**config.mk**
```make
export PLATFORM = sky130hd
export DESIGN_NAME = inst_fetch_queue
export DESIGN_NICKNAME = d
export VERILOG_FILES = /design/src/rtl/inst_fetch_pkg.sv /design/src/rtl/inst_fetch_align.sv /design/src/rtl/inst_fetch_queue.sv
export SDC_FILE = /design/constraint.sdc
export NUM_CORES = 2
export LEC_CHECK = 0
export CELL_PAD_IN_SITES_DETAIL_PLACEMENT = 1
export CELL_PAD_IN_SITES_GLOBAL_PLACEMENT = 2
export CORE_UTILIZATION = 43
export DETAILED_ROUTE_END_ITERATION = 8
export PLACE_DENSITY = 0.81
export SLEW_MARGIN = 25
export SYNTH_ARGS = -nofsm -noshare
export SYNTH_HDL_FRONTEND = slang
export SYNTH_HIERARCHICAL = 1
export SYNTH_SLANG_ARGS = --single-unit
```
**constraint.sdc**
```tcl
create_clock -name clk -period 8.2 [get_ports clk]
set_clock_uncertainty 0.2 [all_clocks]
set_input_delay 0.82 -clock clk [delete_from_list [all_inputs] [get_ports clk]]
set_output_delay 0.82 -clock clk [all_outputs]
set_load 0.02 [all_outputs]
```
**src/rtl/inst_fetch_pkg.sv**
```systemverilog
// Shared types and helpers for the instruction fetch queue.
package inst_fetch_pkg;

  localparam int INST_W = 32;

  typedef struct packed {
    logic [31:0] pc;
    logic [31:0] inst;
  } fq_entry_t;

  // Number of byte-address bits covered by one fetch line of fw instructions.
  function automatic int line_lb(input int fw);
    return $clog2(fw) + 2;
  endfunction

endpackage

```
**src/rtl/inst_fetch_align.sv**
```systemverilog
// Turns one aligned fetch line into a compacted list of the wanted slots
// (those at or above fetch_pc), oldest first, plus how many there are.
module inst_fetch_align
  import inst_fetch_pkg::*;
#(
  parameter int FETCH_WIDTH = 2
) (
  input  logic [31:0]                    fetch_pc,
  input  logic [FETCH_WIDTH*INST_W-1:0]  fetch_rdata,
  output fq_entry_t [FETCH_WIDTH-1:0]    slots,
  output logic [$clog2(FETCH_WIDTH):0]   n_in
);

  localparam int LB = line_lb(FETCH_WIDTH);
  localparam int SW = LB - 2;
  localparam int NW = SW + 1;

  logic [SW-1:0] start;
  logic [31:0]   line_base;
  logic          unused_pc_lsb;

  assign start         = fetch_pc[LB-1:2];
  assign line_base     = {fetch_pc[31:LB], {LB{1'b0}}};
  assign n_in          = NW'(FETCH_WIDTH) - NW'(start);
  assign unused_pc_lsb = ^fetch_pc[1:0];

  // Slot 0 sits in the MSBs of the line; output i takes slot start+i.
  always_comb begin
    slots = '0;
    for (int i = 0; i < FETCH_WIDTH; i++) begin
      for (int k = 0; k < FETCH_WIDTH; k++) begin
        if (k == int'(start) + i) begin
          slots[i].inst = fetch_rdata[(FETCH_WIDTH-k)*INST_W-1 -: INST_W];
          slots[i].pc   = line_base + 32'(4 * k);
        end
      end
    end
  end

endmodule

```
**src/rtl/inst_fetch_queue.sv**
```systemverilog
// Circular instruction fetch queue feeding dual-issue decode.
// Optional same-cycle bypass on an empty queue: define INST_FETCH_QUEUE_BYPASS_EN.
module inst_fetch_queue
  import inst_fetch_pkg::*;
#(
  parameter int FETCH_WIDTH = 2,
  parameter int DEPTH       = 16
) (
  input  logic                           clk,
  input  logic                           resetn,
  input  logic                           flush,
  input  logic                           fetch_valid,
  input  logic [31:0]                    fetch_pc,
  input  logic [FETCH_WIDTH*INST_W-1:0]  fetch_rdata,
  output logic                           fetch_ready,
  output logic                           deq_valid1,
  output logic                           deq_valid2,
  output logic [31:0]                    deq_inst1,
  output logic [31:0]                    deq_inst2,
  output logic [31:0]                    deq_pc1,
  output logic [31:0]                    deq_pc2,
  input  logic [1:0]                     deq_num,
  output logic                           empty,
  output logic                           full
);

  localparam int PW = $clog2(DEPTH);
  localparam int CW = PW + 1;
  localparam int NW = $clog2(FETCH_WIDTH) + 1;

  fq_entry_t                  mem [DEPTH];
  logic [PW-1:0]              head;
  logic [PW-1:0]              tail;
  logic [CW-1:0]              count;

  fq_entry_t [FETCH_WIDTH-1:0] slots;
  logic [NW-1:0]              n_in;

  logic                       push;
  logic                       byp;
  logic [CW-1:0]              free_cnt;
  logic [CW-1:0]              n_push;
  logic [CW-1:0]              n_pop;
  logic [CW-1:0]              skip;
  logic [CW-1:0]              n_wr;
  logic [CW-1:0]              n_adv;
  logic [PW-1:0]              head_p1;

  fq_entry_t                  e1;
  fq_entry_t                  e2;
  logic                       v1;
  logic                       v2;
  logic [1:0]                 n_avail;

  inst_fetch_align #(
    .FETCH_WIDTH (FETCH_WIDTH)
  ) u_align (
    .fetch_pc    (fetch_pc),
    .fetch_rdata (fetch_rdata),
    .slots       (slots),
    .n_in        (n_in)
  );

  // Readiness looks only at the registered count so PC generation never
  // depends combinationally on decode's pop decision.
  assign free_cnt    = CW'(DEPTH) - count;
  assign fetch_ready = free_cnt >= CW'(FETCH_WIDTH);
  assign push        = fetch_valid & fetch_ready & ~flush;
  assign n_push      = push ? CW'(n_in) : '0;
  assign n_pop       = flush ? '0 : CW'(deq_num);

`ifdef INST_FETCH_QUEUE_BYPASS_EN
  assign byp = push & (count == '0);
`else
  assign byp = 1'b0;
`endif

  // Bypassed entries consumed this cycle never touch storage or move head.
  assign skip    = byp ? n_pop : '0;
  assign n_wr    = n_push - skip;
  assign n_adv   = n_pop - skip;
  assign head_p1 = head + PW'(1);

  always_comb begin
    e1 = mem[head];
    e2 = mem[head_p1];
    v1 = count >= CW'(1);
    v2 = count >= CW'(2);
    if (byp) begin
      e1 = slots[0];
      e2 = slots[1];
      v1 = 1'b1;
      v2 = n_in >= NW'(2);
    end
  end

  assign deq_valid1 = v1;
  assign deq_valid2 = v2;
  assign deq_inst1  = v1 ? e1.inst : '0;
  assign deq_pc1    = v1 ? e1.pc   : '0;
  assign deq_inst2  = v2 ? e2.inst : '0;
  assign deq_pc2    = v2 ? e2.pc   : '0;
  assign empty      = count == '0;
  assign full       = count == CW'(DEPTH);
  assign n_avail    = {1'b0, v1} + {1'b0, v2};

  always_ff @(posedge clk or negedge resetn) begin
    if (!resetn) begin
      head  <= '0;
      tail  <= '0;
      count <= '0;
    end else if (flush) begin
      head  <= '0;
      tail  <= '0;
      count <= '0;
    end else begin
      head  <= head + PW'(n_adv);
      tail  <= tail + PW'(n_wr);
      count <= count + n_push - n_pop;
    end
  end

  // Storage is data only: no reset, contents after flush are don't-care.
  always_ff @(posedge clk) begin
    for (int i = 0; i < FETCH_WIDTH; i++) begin
      if (push && (i >= int'(skip)) && (i < int'(n_in))) begin
        mem[tail + PW'(i) - PW'(skip)] <= slots[i];
      end
    end
  end

  a_deq_num_legal: assert property (@(posedge clk) disable iff (!resetn)
    !flush |-> (deq_num <= n_avail));

endmodule

```
==> flow_summary.json <==
{
  "reg2reg_depth": 10,
  "yosysSeqAreaShare_pct": 50.7,
  "ys_warn_count": 6,
  "hp-class": "primary input to asynchronous set/reset pin",
  "yosys-top-cells-count": "edfxtp_1 (1024), mux2_2 (1023), mux4_2 (512), clkbuf_1 (220), buf_2 (147)",
  "routedWlPerCell_microns": 35.6,
  "cpMaxStageDelayCell": "dfrtp_4",
  "root_buffer": "clkbuf_16",
  "timing.rr.end": "mem[12][22]",
  "drive_above_1_share_pct": 49.7,
  "outcome": "finished, violations left",
  "postRouteAntennaNets": 0,
  "post-route-drc-count": 2,
  "ys_ff_latch": 1037,
  "insertion_delay_ns": 0.74,
  "postCtsHoldBufs": 0,
  "initial_core_util_pct": 43.3,
  "finalSetupViolations": 0,
  "ir_worst_vdd_uv": 177,
  "path_common_cell": "buf_12",
  "antenna_found_initial": 5,
  "synth.most_common_cell": "edfxtp_1",
  "drt_first_pass_iters": 7,
  "p_per_area_mw_per_mm2": 225,
  "leakagePower_nw": 21.3,
  "clockBufferDepth": 3,
  "io_buffers": 232,
  "worstPathRequired_ns": 7.18,
  "hpwl_microns": 109000,
  "fmax_mhz": 166,
  "grt_setup_unrepaired": "no",
  "die_w_microns": 379,
  "synthArstFlopShare_pct": 1.25,
  "power_mw": 15.5,
  "arrival_ns": 5.02,
  "end_kind": "output pin",
  "synth_area_leaders": "edfxtp_1 (50%), mux4_2 (19%), mux2_2 (19%)",
  "synth_area_leader_cell": "edfxtp_1",
  "critPathMaxStageDelay_ns": 0.91,
  "grt_overflow": 0,
  "coreArea_sq_mm": 0.141,
  "post-route-period-util_pct": 73.6,
  "max_cap_violations": 0,
  "post-cts-setup-buffers": 0,
  "grt_pass1_wl_microns": 284000,
  "nNetsFinal": 3784,
  "regToRegSetupSlack_ns": 3.45,
  "slew_headroom_pct": 25.1,
  "worstPathCellList": "buf_12, buf_12, mux4_2, mux2i_1, o22ai_1, clkdlybuf4s50_1",
  "yosysTopAreaCellShare_pct": 50.2,
  "finish.utilization_pct": 48.7,
  "slew_viol_final": 0,
  "finalHoldViolCount": 0,
  "htree_num_levels": 3,
  "row_count": 138,
  "clkSinkCount": 1037,
  "die_h_microns": 379,
  "worst_pin_slew_ns": 1.12,
  "first_iter_violations": 4072,
  "cts_made_buffers": 116,
  "synth_edf_count": 1024,
  "tritoncts": "built",
  "crit_fanout": 132,
  "r2r_start": "count[2]",
  "critical_path_class": "flip-flop to output pin",
  "synthCells": 3666,
  "ios": 235,
  "first_global_vias": 38800,
  "vias": 37400,
  "vias_per_cell": 6.61,
  "violations": "design-rule violations",
  "synth.distinct_cells": 44,
  "synthesis.area_sq_mm": 0.0613,
  "grt_max_degree": 133,
  "avgSynthCellArea_sq_um": 16.7,
  "clk_pin_slew_ns": 0.06,
  "area_delta_synth_final_pct": 12.5,
  "ys.flop_type": "edfxtp_1",
  "cts_resized": 0,
  "period_minus_slack_ns": 6.04,
  "grt_usage_pct": 27.8,
  "die_area_sq_mm": 0.144,
  "gp_congestion": 0.766,
  "start_kind": "flip-flop",
  "routed_wl_microns": 201000
}
[logic make-up (layout without fill, tap and decap cells)]
group / after synthesis / after routing / share of synthesized area (%)
adders and majority gates: 22 / 22 / 0.498
DFF: 1037 / 1037 / 50.7
and+or+nand+nor: 148 / 148 / 1.54
buffers and inverters: 478 / 568 / 3.82
muxes: 1696 / 1696 / 40.3
other: 1 / 6 / 0.00612
AOI/OAI and AO/OA: 275 / 275 / 2.96
xor gates and xnor gates: 9 / 9 / 0.129
[area by class of cell]
cell class	instances	area, sq um
fill	13100	72500
sequential	1037	31100
multi-input combinational	2154	28200
timing repair buffer	335	3380
clock buffer	139	3030
tap	1890	2360
clock inverter	78	754
inverter	16	60.1
antenna	2	5.00
[stage by stage]
stage	std cells	hold slack, ns	setup TNS, ns	instance area (sq um)	setup WS, ns
final	5651	0.296	0	68900	2.16
after global routing	5649	0.314	0	68900	1.88
after CTS	5647	0.299	0	68800	1.99
after detailed placement	5430	0.403	0	65000	2.44
after global placement	5424	0.390	0	64900	2.49
after floorplan	3669	0.324	-128.65	61300	-0.503
[per-layer routing]
metal  global-route usage (%)  vias to the layer above  routed length [microns]
met1                     36.6                    20100                    79200
met2                     46.4                     1808                    98600
met3                     4.38                      403                    15200
met5                        0                        -                       32
met4                     10.5                        6                     8360
li1                         -                    15100                        -
[sequential cells by signal, summed over array words and instances, names as in the netlist]
name,cells
mem,1024
head,4
tail,4
count,5
[worst max path at each step]
| stage | from | endpoint | slack, ns |
|---|---|---|---|
| 2_1_floorplan | count[2] | mem[13][0] | -0.50 |
| 3_3_place_gp | flush | mem[5][26] | 2.49 |
| 3_5_place_dp | flush | mem[7][25] | 2.44 |
| 4_1_cts | head[1] | deq_inst2[0] | 1.99 |
| 5_1_grt | head[0] | deq_pc2[2] | 1.88 |
| 6_report | head[0] | deq_inst2[17] | 2.16 |
[cell usage in the layout, fill, tap and decap left out, types with 11 or more instances in the layout]
cell             Yosys  routed
clkbuf_16            0     118
mux2i_1            128     128
edfxtp_1          1024    1024
a21oi_1             70      70
a22oi_1            128     128
mux2_1              33      33
clkinv_2             0      26
clkdlybuf4s50_1      0     231
buf_4               59      84
clkinv_1             0      29
nor2_1              29      20
dfrtp_1             13      11
clkbuf_1           220      21
ha_1                18      17
nor2b_1             74      56
nor2b_2              0      16
o22ai_1             64      64
inv_1               16      16
buf_12               0      13
mux2_2            1023    1023
bufinv_16            0      14
mux4_2             512     512
[where the power goes]
group | leakage (nW) | internal (mW) | switching, mW
sequential | 9.40 | 5.96 | 0.0656
clock | 1.85 | 3.06 | 2.24
combinational | 10.0 | 1.77 | 2.43
[worst max-delay path: cells and delay by family (launching register included)]
family | cells | cell delay, ns
compound gates | 1 | 0.57
buf+inv | 3 | 1.91
flops | 1 | 0.91
mux | 2 | 0.48
(Power assumes the default switching activity.)
